### src/rtl/cpu_pkg.sv
// Shared CPU-side definitions: loader FSM states, RAM direction encodings and
// default bus widths used by the instruction RAM, fetch and memory-control blocks.
package cpu_pkg;

  localparam int unsigned DEF_ADDR_W = 16;
  localparam int unsigned DEF_DATA_W = 32;

  localparam logic RAM_READ  = 1'b1;
  localparam logic RAM_WRITE = 1'b0;

  typedef enum logic [2:0] {
    ST_IDLE,
    ST_COLLECT,
    ST_WRITE,
    ST_CHECK,
    ST_DONE
  } loader_state_t;

endpackage

### src/rtl/instr_loader_byte_packer.sv
// byte_packer: assembles big-endian instruction words from a byte stream.
// Optional macro INSTR_LOADER_CHECKSUM_EN adds a running XOR of data bytes.
// Ports:
//   Clk, Reset   clock, async active-high reset
//   clear        restart packing (byte index and checksum) for a new load
//   take         a byte transfers on this edge
//   byte_in      stream byte
//   word_next    word as it will be after the current byte is shifted in
//   word_full    current transfer completes a word
//   xor_sum      running XOR of all data bytes (checksum build only)
module byte_packer
  import cpu_pkg::*;
#(
  parameter int unsigned DATA_W = DEF_DATA_W
) (
  input  logic              Clk,
  input  logic              Reset,
  input  logic              clear,
  input  logic              take,
  input  logic [7:0]        byte_in,
  output logic [DATA_W-1:0] word_next,
`ifdef INSTR_LOADER_CHECKSUM_EN
  output logic [7:0]        xor_sum,
`endif
  output logic              word_full
);

  logic [DATA_W-1:0] word;
  logic [1:0]        byte_idx;

  assign word_next = {word[DATA_W-9:0], byte_in};
  assign word_full = take && (byte_idx == 2'd3);

  always_ff @(posedge Clk or posedge Reset) begin
    if (Reset) begin
      word     <= '0;
      byte_idx <= '0;
    end else if (clear) begin
      byte_idx <= '0;
    end else if (take) begin
      word     <= word_next;
      byte_idx <= byte_idx + 2'd1;
    end
  end

`ifdef INSTR_LOADER_CHECKSUM_EN
  always_ff @(posedge Clk or posedge Reset) begin
    if (Reset) begin
      xor_sum <= '0;
    end else if (clear) begin
      xor_sum <= '0;
    end else if (take) begin
      xor_sum <= xor_sum ^ byte_in;
    end
  end
`endif

endmodule

### src/rtl/instr_loader.sv
// instr_loader: writer side of the instruction RAM. Packs a host byte stream
// into big-endian words and writes them to consecutive RAM addresses while
// holding the CPU fetch path off via cpu_hold.
// Optional macro INSTR_LOADER_CHECKSUM_EN: a trailing checksum byte (XOR of
// all data bytes) is consumed after the last word and compared; error flags
// a mismatch.
// Ports:
//   Clk, Reset                 clock, async active-high reset
//   start, base_addr, word_count   load request (sampled in IDLE)
//   byte_in, byte_valid, byte_ready  byte stream handshake
//   Enable, RW, Address, DataIn    instruction RAM write port
//   busy, done, cpu_hold, words_written, error   status
module instr_loader
  import cpu_pkg::*;
#(
  parameter int unsigned ADDR_W = DEF_ADDR_W,
  parameter int unsigned DATA_W = DEF_DATA_W,
  parameter int unsigned CNT_W  = 16
) (
  input  logic              Clk,
  input  logic              Reset,
  input  logic              start,
  input  logic [ADDR_W-1:0] base_addr,
  input  logic [CNT_W-1:0]  word_count,
  input  logic [7:0]        byte_in,
  input  logic              byte_valid,
  output logic              byte_ready,
  output logic              Enable,
  output logic              RW,
  output logic [ADDR_W-1:0] Address,
  output logic [DATA_W-1:0] DataIn,
  output logic              busy,
  output logic              done,
  output logic              cpu_hold,
  output logic [CNT_W-1:0]  words_written,
  output logic              error
);

  loader_state_t     state, state_next;
  logic [CNT_W-1:0]  count_q;
  logic [CNT_W-1:0]  ww_next;
  logic [ADDR_W-1:0] addr_ptr;
  logic [DATA_W-1:0] word_next;
  logic              word_full;
  logic              start_acc;
  logic              take;

  assign start_acc = (state == ST_IDLE) && start;
  assign take      = (state == ST_COLLECT) && byte_valid;
  assign ww_next   = words_written + CNT_W'(1);

`ifdef INSTR_LOADER_CHECKSUM_EN
  logic [7:0] xor_sum;
`endif

  byte_packer #(
    .DATA_W (DATA_W)
  ) u_packer (
    .Clk       (Clk),
    .Reset     (Reset),
    .clear     (start_acc),
    .take      (take),
    .byte_in   (byte_in),
    .word_next (word_next),
`ifdef INSTR_LOADER_CHECKSUM_EN
    .xor_sum   (xor_sum),
`endif
    .word_full (word_full)
  );

  always_ff @(posedge Clk or posedge Reset) begin
    if (Reset) begin
      state <= ST_IDLE;
    end else begin
      state <= state_next;
    end
  end

  always_comb begin
    state_next = state;
    byte_ready = 1'b0;
    Enable     = 1'b0;
    RW         = RAM_READ;
    busy       = 1'b1;
    cpu_hold   = 1'b1;
    done       = 1'b0;
    case (state)
      ST_IDLE: begin
        busy     = 1'b0;
        cpu_hold = 1'b0;
        if (start) begin
          state_next = (word_count != '0) ? ST_COLLECT : ST_DONE;
        end
      end
      ST_COLLECT: begin
        byte_ready = 1'b1;
        if (word_full) state_next = ST_WRITE;
      end
      ST_WRITE: begin
        Enable = 1'b1;
        RW     = RAM_WRITE;
        if (ww_next == count_q) begin
`ifdef INSTR_LOADER_CHECKSUM_EN
          state_next = ST_CHECK;
`else
          state_next = ST_DONE;
`endif
        end else begin
          state_next = ST_COLLECT;
        end
      end
`ifdef INSTR_LOADER_CHECKSUM_EN
      ST_CHECK: begin
        byte_ready = 1'b1;
        if (byte_valid) state_next = ST_DONE;
      end
`endif
      ST_DONE: begin
        done       = 1'b1;
        state_next = ST_IDLE;
      end
      default: state_next = ST_IDLE;
    endcase
  end

  // Address/DataIn are captured on the edge that accepts the 4th byte so the
  // write cycle presents them immediately; they then hold until the next word.
  always_ff @(posedge Clk or posedge Reset) begin
    if (Reset) begin
      count_q       <= '0;
      addr_ptr      <= '0;
      words_written <= '0;
      Address       <= '0;
      DataIn        <= '0;
`ifdef INSTR_LOADER_CHECKSUM_EN
      error         <= 1'b0;
`endif
    end else begin
      if (start_acc) begin
        count_q       <= word_count;
        addr_ptr      <= base_addr;
        words_written <= '0;
`ifdef INSTR_LOADER_CHECKSUM_EN
        error         <= 1'b0;
`endif
      end
      if (state == ST_COLLECT && word_full) begin
        Address <= addr_ptr;
        DataIn  <= word_next;
      end
      if (state == ST_WRITE) begin
        addr_ptr      <= addr_ptr + ADDR_W'(1);
        words_written <= ww_next;
      end
`ifdef INSTR_LOADER_CHECKSUM_EN
      if (state == ST_CHECK && byte_valid) begin
        error <= (byte_in != xor_sum);
      end
`endif
    end
  end

`ifndef INSTR_LOADER_CHECKSUM_EN
  assign error = 1'b0;
`endif

endmodule

### config.mk
export PLATFORM = sky130hd
export DESIGN_NAME = instr_loader
export DESIGN_NICKNAME = d
export VERILOG_FILES = /design/src/rtl/cpu_pkg.sv /design/src/rtl/instr_loader_byte_packer.sv /design/src/rtl/instr_loader.sv
export SDC_FILE = /design/constraint.sdc
export NUM_CORES = 1
export LEC_CHECK = 0
export ABC_AREA = 1
export BUFFER_PORTS_ARGS = -buffer_cell sky130_fd_sc_hd__buf_2
export CAP_MARGIN = 20
export CORE_MARGIN = 8
export CORE_UTILIZATION = 55
export CTS_BUF_LIST = sky130_fd_sc_hd__clkbuf_8
export CTS_CLUSTER_SIZE = 40
export DETAILED_ROUTE_END_ITERATION = 16
export GPL_ROUTABILITY_DRIVEN = 0
export PLACE_DENSITY_LB_ADDON = 0.12
export SLEW_MARGIN = 20
export SYNTH_ARGS = -nofsm -noshare
export SYNTH_HDL_FRONTEND = slang
export SYNTH_SLANG_ARGS = --single-unit
### constraint.sdc
create_clock -name Clk -period 4.4 [get_ports Clk]
set_input_delay 0.66 -clock Clk [delete_from_list [all_inputs] [get_ports Clk]]
set_output_delay 0.66 -clock Clk [all_outputs]
set_load 0.02 [all_outputs]
# [After elaboration in Yosys (flattened, before gate mapping)]
# Cells that the tools add are included.
[totals] register_bits=125 latchBits=0 ramBits=0 rom_bits=0 output_inout_bits=71 word_cells=45 n_memories=0
[op_classes] n_addsub=3 mul=0 n_div=0 order_cmp=0 eq_ne=7 shifts=0 muxes=16 n_bitwise=1 reduce_logical=10
[op_table] cell="two-way mux 16 bit" n=4
[op_table] cell="adder 16 x 1 -> 16 bit (second input constant)" n=2
[op_table] cell="equality test 16 bit" n=1
[op_table] cell="nonzero test 16 bit" n=1
[op_table] cell="two-way mux 3 bit" n=4
[op_table] cell="case mux 3 bit (3 select lines)" n=1
[op_table] cell="two-way mux 1 bit" n=5
[op_table] cell="logical AND 1 bit" n=4
[op_table] cell="two-way mux 2 bit" n=2
[op_table] cell="!= test 2 bit (second input constant)" n=2
[op_table] cell="AND reduction 2 bit" n=2
[op_table] cell="nonzero test 2 bit" n=2
[op_table] cell="equality test 3 x 1 -> 1 bit (second input constant)" n=1
[op_table] cell="equality test 3 x 2 -> 1 bit (second input constant)" n=1
[op_table] cell="equality test 3 bit (second input constant)" n=1
[op_table] cell="zero test 3 bit" n=1
[op_table] cell="adder 2 x 1 -> 2 bit (second input constant)" n=1
[op_table] cell="equality test 2 bit (second input constant)" n=1
[op_table] cell="inverter 1 bit" n=1

# [Logic depth before layout (Yosys ltp)]
[logic_depth] word_depth=5 depth_mapped=16 mapped_depth_nobuf=16

# [Modules after synthesis]
# Synthesis repeated with hierarchy kept, for this count alone.
[unflattened] cells_unflattened=672 hier_area_um2=6025.8
[by_module_without_submodules] mod="instr_loader" instances=1 cells_per_inst=545 area_each_um2=4893.4 seq_area_each_um2=2477.4
[by_module_without_submodules] mod="byte_packer" instances=1 cells_per_inst=127 area_each_um2=1132.3 seq_area_each_um2=650.6

# [Least setup slack after synthesis]
# No wires, ideal clock.
[synth_timing] path_kind="reg-to-reg" from="register words_written[1]" to="register state[0]" arrival_time_ns=1.801 t_required_ns=4.283 slack_ns=2.481 stages_incl_launch_ff=17 n_path_buf=0 synth_period_minus_slack_ns=1.919 path_cell_list="dfrtp_1 -> ha_1 -> nand2_2 -> nor2_4 -> nand2_1 -> nand2_1 -> nand2_1 -> nand2_1 -> nand2_1 -> nor2_1 -> nand3_1 -> nor2_1 -> nand2_1 -> nand2_1 -> nand2_1 -> nand2_1 -> nand2_1"
[synth_between] elab_chain_cells=4
[synth_rtl] item="from (decl)" line_no="instr_loader.sv:35" text="output logic [CNT_W-1:0] words_written,"
[synth_rtl] item="from (signal assigned)" line_no="instr_loader.sv:153" text="words_written <= ww_next;"
[synth_rtl] item="adder 16 x 1 -> 16 bit" line_no="instr_loader.sv:50" text="assign ww_next = words_written + CNT_W'(1);"
[synth_rtl] item="equality test 16 bit" line_no="instr_loader.sv:102" text="if (ww_next == count_q) begin"
[synth_rtl] item="two-way mux 3 bit" line_no="instr_loader.sv:102"
[synth_rtl] item="case mux 3 bit (3 select lines)" line_no="instr_loader.sv:87" text="case (state)"
[synth_rtl] item="to (signal assigned)" line_no="instr_loader.sv:75" text="state <= state_next;"
[synth_rtl] item="to (decl)" line_no="instr_loader.sv:39" text="loader_state_t state, state_next;"
# No other way between the ends.
# A chain may end at the register's enable or synchronous reset.

# [Final worst setup path]
[layout_timing] from="register state[0]" to="output Enable"
[layout_between] elab_chain_cells=2
[layout_rtl] item="equality test 3 x 2 -> 1 bit" line_no="instr_loader.sv:87"
[layout_rtl] item="two-way mux 1 bit" line_no="instr_loader.sv:87"
[layout_rtl] item="to (decl)" line_no="instr_loader.sv:28" text="output logic Enable,"
# No other way between the ends.

==> Implementation_results.wiki <==
{| class="wikitable"
! Metric !! Value
|-
| Run status || completed
|-
| Ports || 115
|-
| Headroom to the max-slew limit || 0.4747
|-
| Maximum clock frequency || 0.3381 GHz
|-
| Final worst-path setup slack || 1442 ps
|-
| Maximum level of the CTS H-tree || 4
|-
| Area of the placeable core || a little over 0.01 sq mm
|-
| Mean number of vias per cell || 5.358
|-
| Synth Instances || 719
|-
| Die height || 119.0 um
|-
| Mean cell area of the mapped netlist || 8.120 sq um
|-
| CTS clock-pin slew for the worst setup and hold paths || 80 ps
|-
| Clock latency on the worst-skew pair || 450 ps
|-
| Initial cell density of the core || 0.5655
|-
| Die Span X || 119.0 um
|-
| Setup slack at placement || 1815 ps
|-
| Setup repair after global routing missed its margin || no
|-
| Synth warn || 0
|-
| Final TNS setup || 0 ps
|-
| Post-route clock skew || 18.90 ps
|-
| Congestion Overflow GR || 0
|-
| Post-route cell area || 0.006900 sq mm
|-
| Number of distinct library cells after synthesis || 39
|-
| Static Leakage || 3.566 nW
|-
| Pin count of the biggest net entering global routing || 65
|-
| Clk buf depth || 2
|-
| Total standard cell area after synthesis || about 0.0058 sq mm
|-
| Count of endpoints failing hold in the final timing report || 0
|-
| CP Data Arrival Time || approximately 2300 ps
|-
| Post-detailed-route count of antenna-violating nets || 0
|-
| Final slew viol count || 0
|-
| Worst IR Drop VDD || 393.9 uV
|-
| Number of max-capacitance violations reported || 0
|-
| Cell at the root of the clock tree || sky130_fd_sc_hd__clkbuf_8
|-
| Number of filler instances in the final layout || 892
|-
| Placement row count || 37
|-
| Synthesis-stage register bit count || 125
|-
| Largest driver fanout on the critical path || 37
|-
| Synth Net Count || 766
|-
| Async set-reset flop share out of synthesis || 1.000
|-
| Vias in the first global route || 5340
|-
| Via Count || about 5200
|-
| Detailed placer's ending HPWL || 10380 um
|-
| Cts-stage hold buffer count || 0
|-
| Clock sink count || 125
|-
| Transition time at the pin with the least slew margin || 787.9 ps
|-
| Count of input and output buffers || about 110
|-
| Tcrit/Tclk final || 0.6722
|-
| Total Nets Final || 874
|-
| Most frequently used flop master after synthesis || sky130_fd_sc_hd__dfrtp_1
|-
| Antenna violations before repair || 2
|-
| Post-CTS Setup Inserts || 0
|-
| Drt first pass iters || 5
|-
| Wire length per cell after detailed routing || 15.11 um
|-
| Number of gates resized after CTS || 0
|-
| First-pass GRT wire length || roughly 25000 um
|-
| Critical Setup Path Class || flop to output pin
|-
| Overall global routing resource usage || 0.2153
|-
| Instance area after placement || 0.006500 sq mm
|-
| P per Cell Area || 631.3 mW/mm^2
|-
| Wire length reported by the detailed router || 14750 um
|-
| Starting DRT DRC Count || ~380
|-
| Post-route non-filler standard cell count || 976
|-
| Share of synthesized area occupied by flip-flops and latches || 0.5358
|-
| Placed cells || 944
|-
| Class of the most critical hold timing path || primary input to asynchronous set/reset pin
|-
| Area grow syn2layout || 18.20%
|-
| Startpoint type of the worst setup path || flop
|-
| Crit path capture type || output pin
|-
| Utilization after layout || 0.6684
|-
| Required time of the critical path || ~3700 ps
|-
| Minimum period implied by the final worst setup slack || slightly below 3000 ps
|-
| Setup-failing EPs final || 0
|-
| Layout cell share with drive strength beyond 1 || 0.1943
|-
| Clock tree from TritonCTS || yes
|-
| Number of enable-type register cells in the synthesized netlist || 0
|-
| Number of buffers created by CTS || 17
|-
| DRC viols || 0
|-
| Area of the die || 0.01417 sq mm
|}
[worst max-delay path: stages, from the launching register on]
cell	delay, ps
sky130_fd_sc_hd__dfrtp_1	410
sky130_fd_sc_hd__nor2_1	140
sky130_fd_sc_hd__nand2_1	350
sky130_fd_sc_hd__inv_2	660
sky130_fd_sc_hd__buf_2	290
[synthesized netlist by cell type (all sizes together) (7+ instances only)]
master | n | area (sq um)
inv | 89 | 334.1
o21ai | 98 | 490.5
nand4 | 12 | 75.07
clkbuf | 19 | 72.56
nor2 | 37 | 166.4
o211ai | 7 | 52.55
nand3 | 58 | 295.3
buf | 8 | 41.28
dfrtp | 125 | 3128
nand2 | 218 | 823.3
[state kept, by name (all words and copies together) (netlist names)]
signal             flops
u_packer.word         24
u_packer.byte_idx      2
words_written         16
count_q               16
DataIn                32
addr_ptr              16
Address               16
state                  3
[final cells by class]
class                      count  area [sq um]  area share
clock inverter                12         136.4     0.01976
clock buffer                  19         261.5     0.03790
inverter                      90         340.3     0.04932
tap                          136         170.2     0.02466
sequential                   125          3128      0.4533
timing repair buffer         116         600.6     0.08704
antenna                        1         2.502   0.0003626
multi-input combinational    477          2261      0.3277
[cells in the final DEF, fill, tap and decap left out, types with 3 or more instances in the layout]
cell,synthesis,routed
sky130_fd_sc_hd__a21oi_1,6,6
sky130_fd_sc_hd__a221oi_1,3,3
sky130_fd_sc_hd__buf_2,3,113
sky130_fd_sc_hd__clkbuf_8,0,19
sky130_fd_sc_hd__clkinvlp_4,0,3
sky130_fd_sc_hd__dfrtp_1,125,125
sky130_fd_sc_hd__ha_1,3,3
sky130_fd_sc_hd__inv_1,85,84
sky130_fd_sc_hd__inv_2,4,4
sky130_fd_sc_hd__inv_6,0,3
sky130_fd_sc_hd__nand2_1,216,215
sky130_fd_sc_hd__nand2_2,2,3
sky130_fd_sc_hd__nand3_1,57,57
sky130_fd_sc_hd__nand3b_1,6,6
sky130_fd_sc_hd__nand4_1,12,12
sky130_fd_sc_hd__nor2_1,30,30
sky130_fd_sc_hd__nor2_2,5,5
sky130_fd_sc_hd__nor3_1,5,5
sky130_fd_sc_hd__nor4_1,3,3
sky130_fd_sc_hd__o211ai_1,7,7
sky130_fd_sc_hd__o21ai_0,96,96
sky130_fd_sc_hd__o22ai_1,6,6
sky130_fd_sc_hd__xor2_1,3,3
[metrics by stage]
| stage | hold WS (ps) | power [mW] |
|---|---|---|
| after global routing | 402.1 | 4.680 |
| after global placement | 459.2 | 3.311 |
| after floorplan | 442.2 | 2.869 |
| after detailed placement | 464.6 | 3.368 |
| after CTS | 391.3 | 4.389 |
| final | 367.0 | 4.356 |
[metal layers]
layer,GRT usage,vias to the layer above,part of all wire,wire [um]
met2,0.3611,172,0.49,7225
met5,0,-,0.00088,13
li1,-,2556,-,-
met3,0.07794,29,0.074,1084
met1,0.2456,2470,0.41,6111
met4,0.08617,2,0.021,312
[path summary, 6_finish.rpt]
kind	endpoint	slack (ps)	start	cells after the start
setup / recovery	Enable	1440	state[0]	4
hold / removal	DataIn[1]	370	Reset	2
setup reg to reg	addr_ptr[4]	1770	state[0]	7
hold reg to reg	DataIn[24]	470	u_packer.word[16]	2
max in group asynchronous	count_q[14]	3230	Reset	3
min in group Clk	addr_ptr[12]	450	base_addr[12]	3
[power breakdown]
group | internal (mW) | switching [mW]
clock network | 0.534 | 0.478
logic | 0.500 | 0.965
registers | 1.59 | 0.290
[cell families (layout without fill, tap and decap cells)]
family / Yosys count / in the layout / synth area share
other cells: 1 / 2 / 0.0006423
xor+xnor: 5 / 5 / 0.01007
buf+inv: 117 / 237 / 0.07736
simple gates: 339 / 339 / 0.2482
compound gates: 129 / 129 / 0.1215
flops: 125 / 125 / 0.5358
fa+ha+maj: 3 / 3 / 0.006430
(Power assumes the default switching activity.)
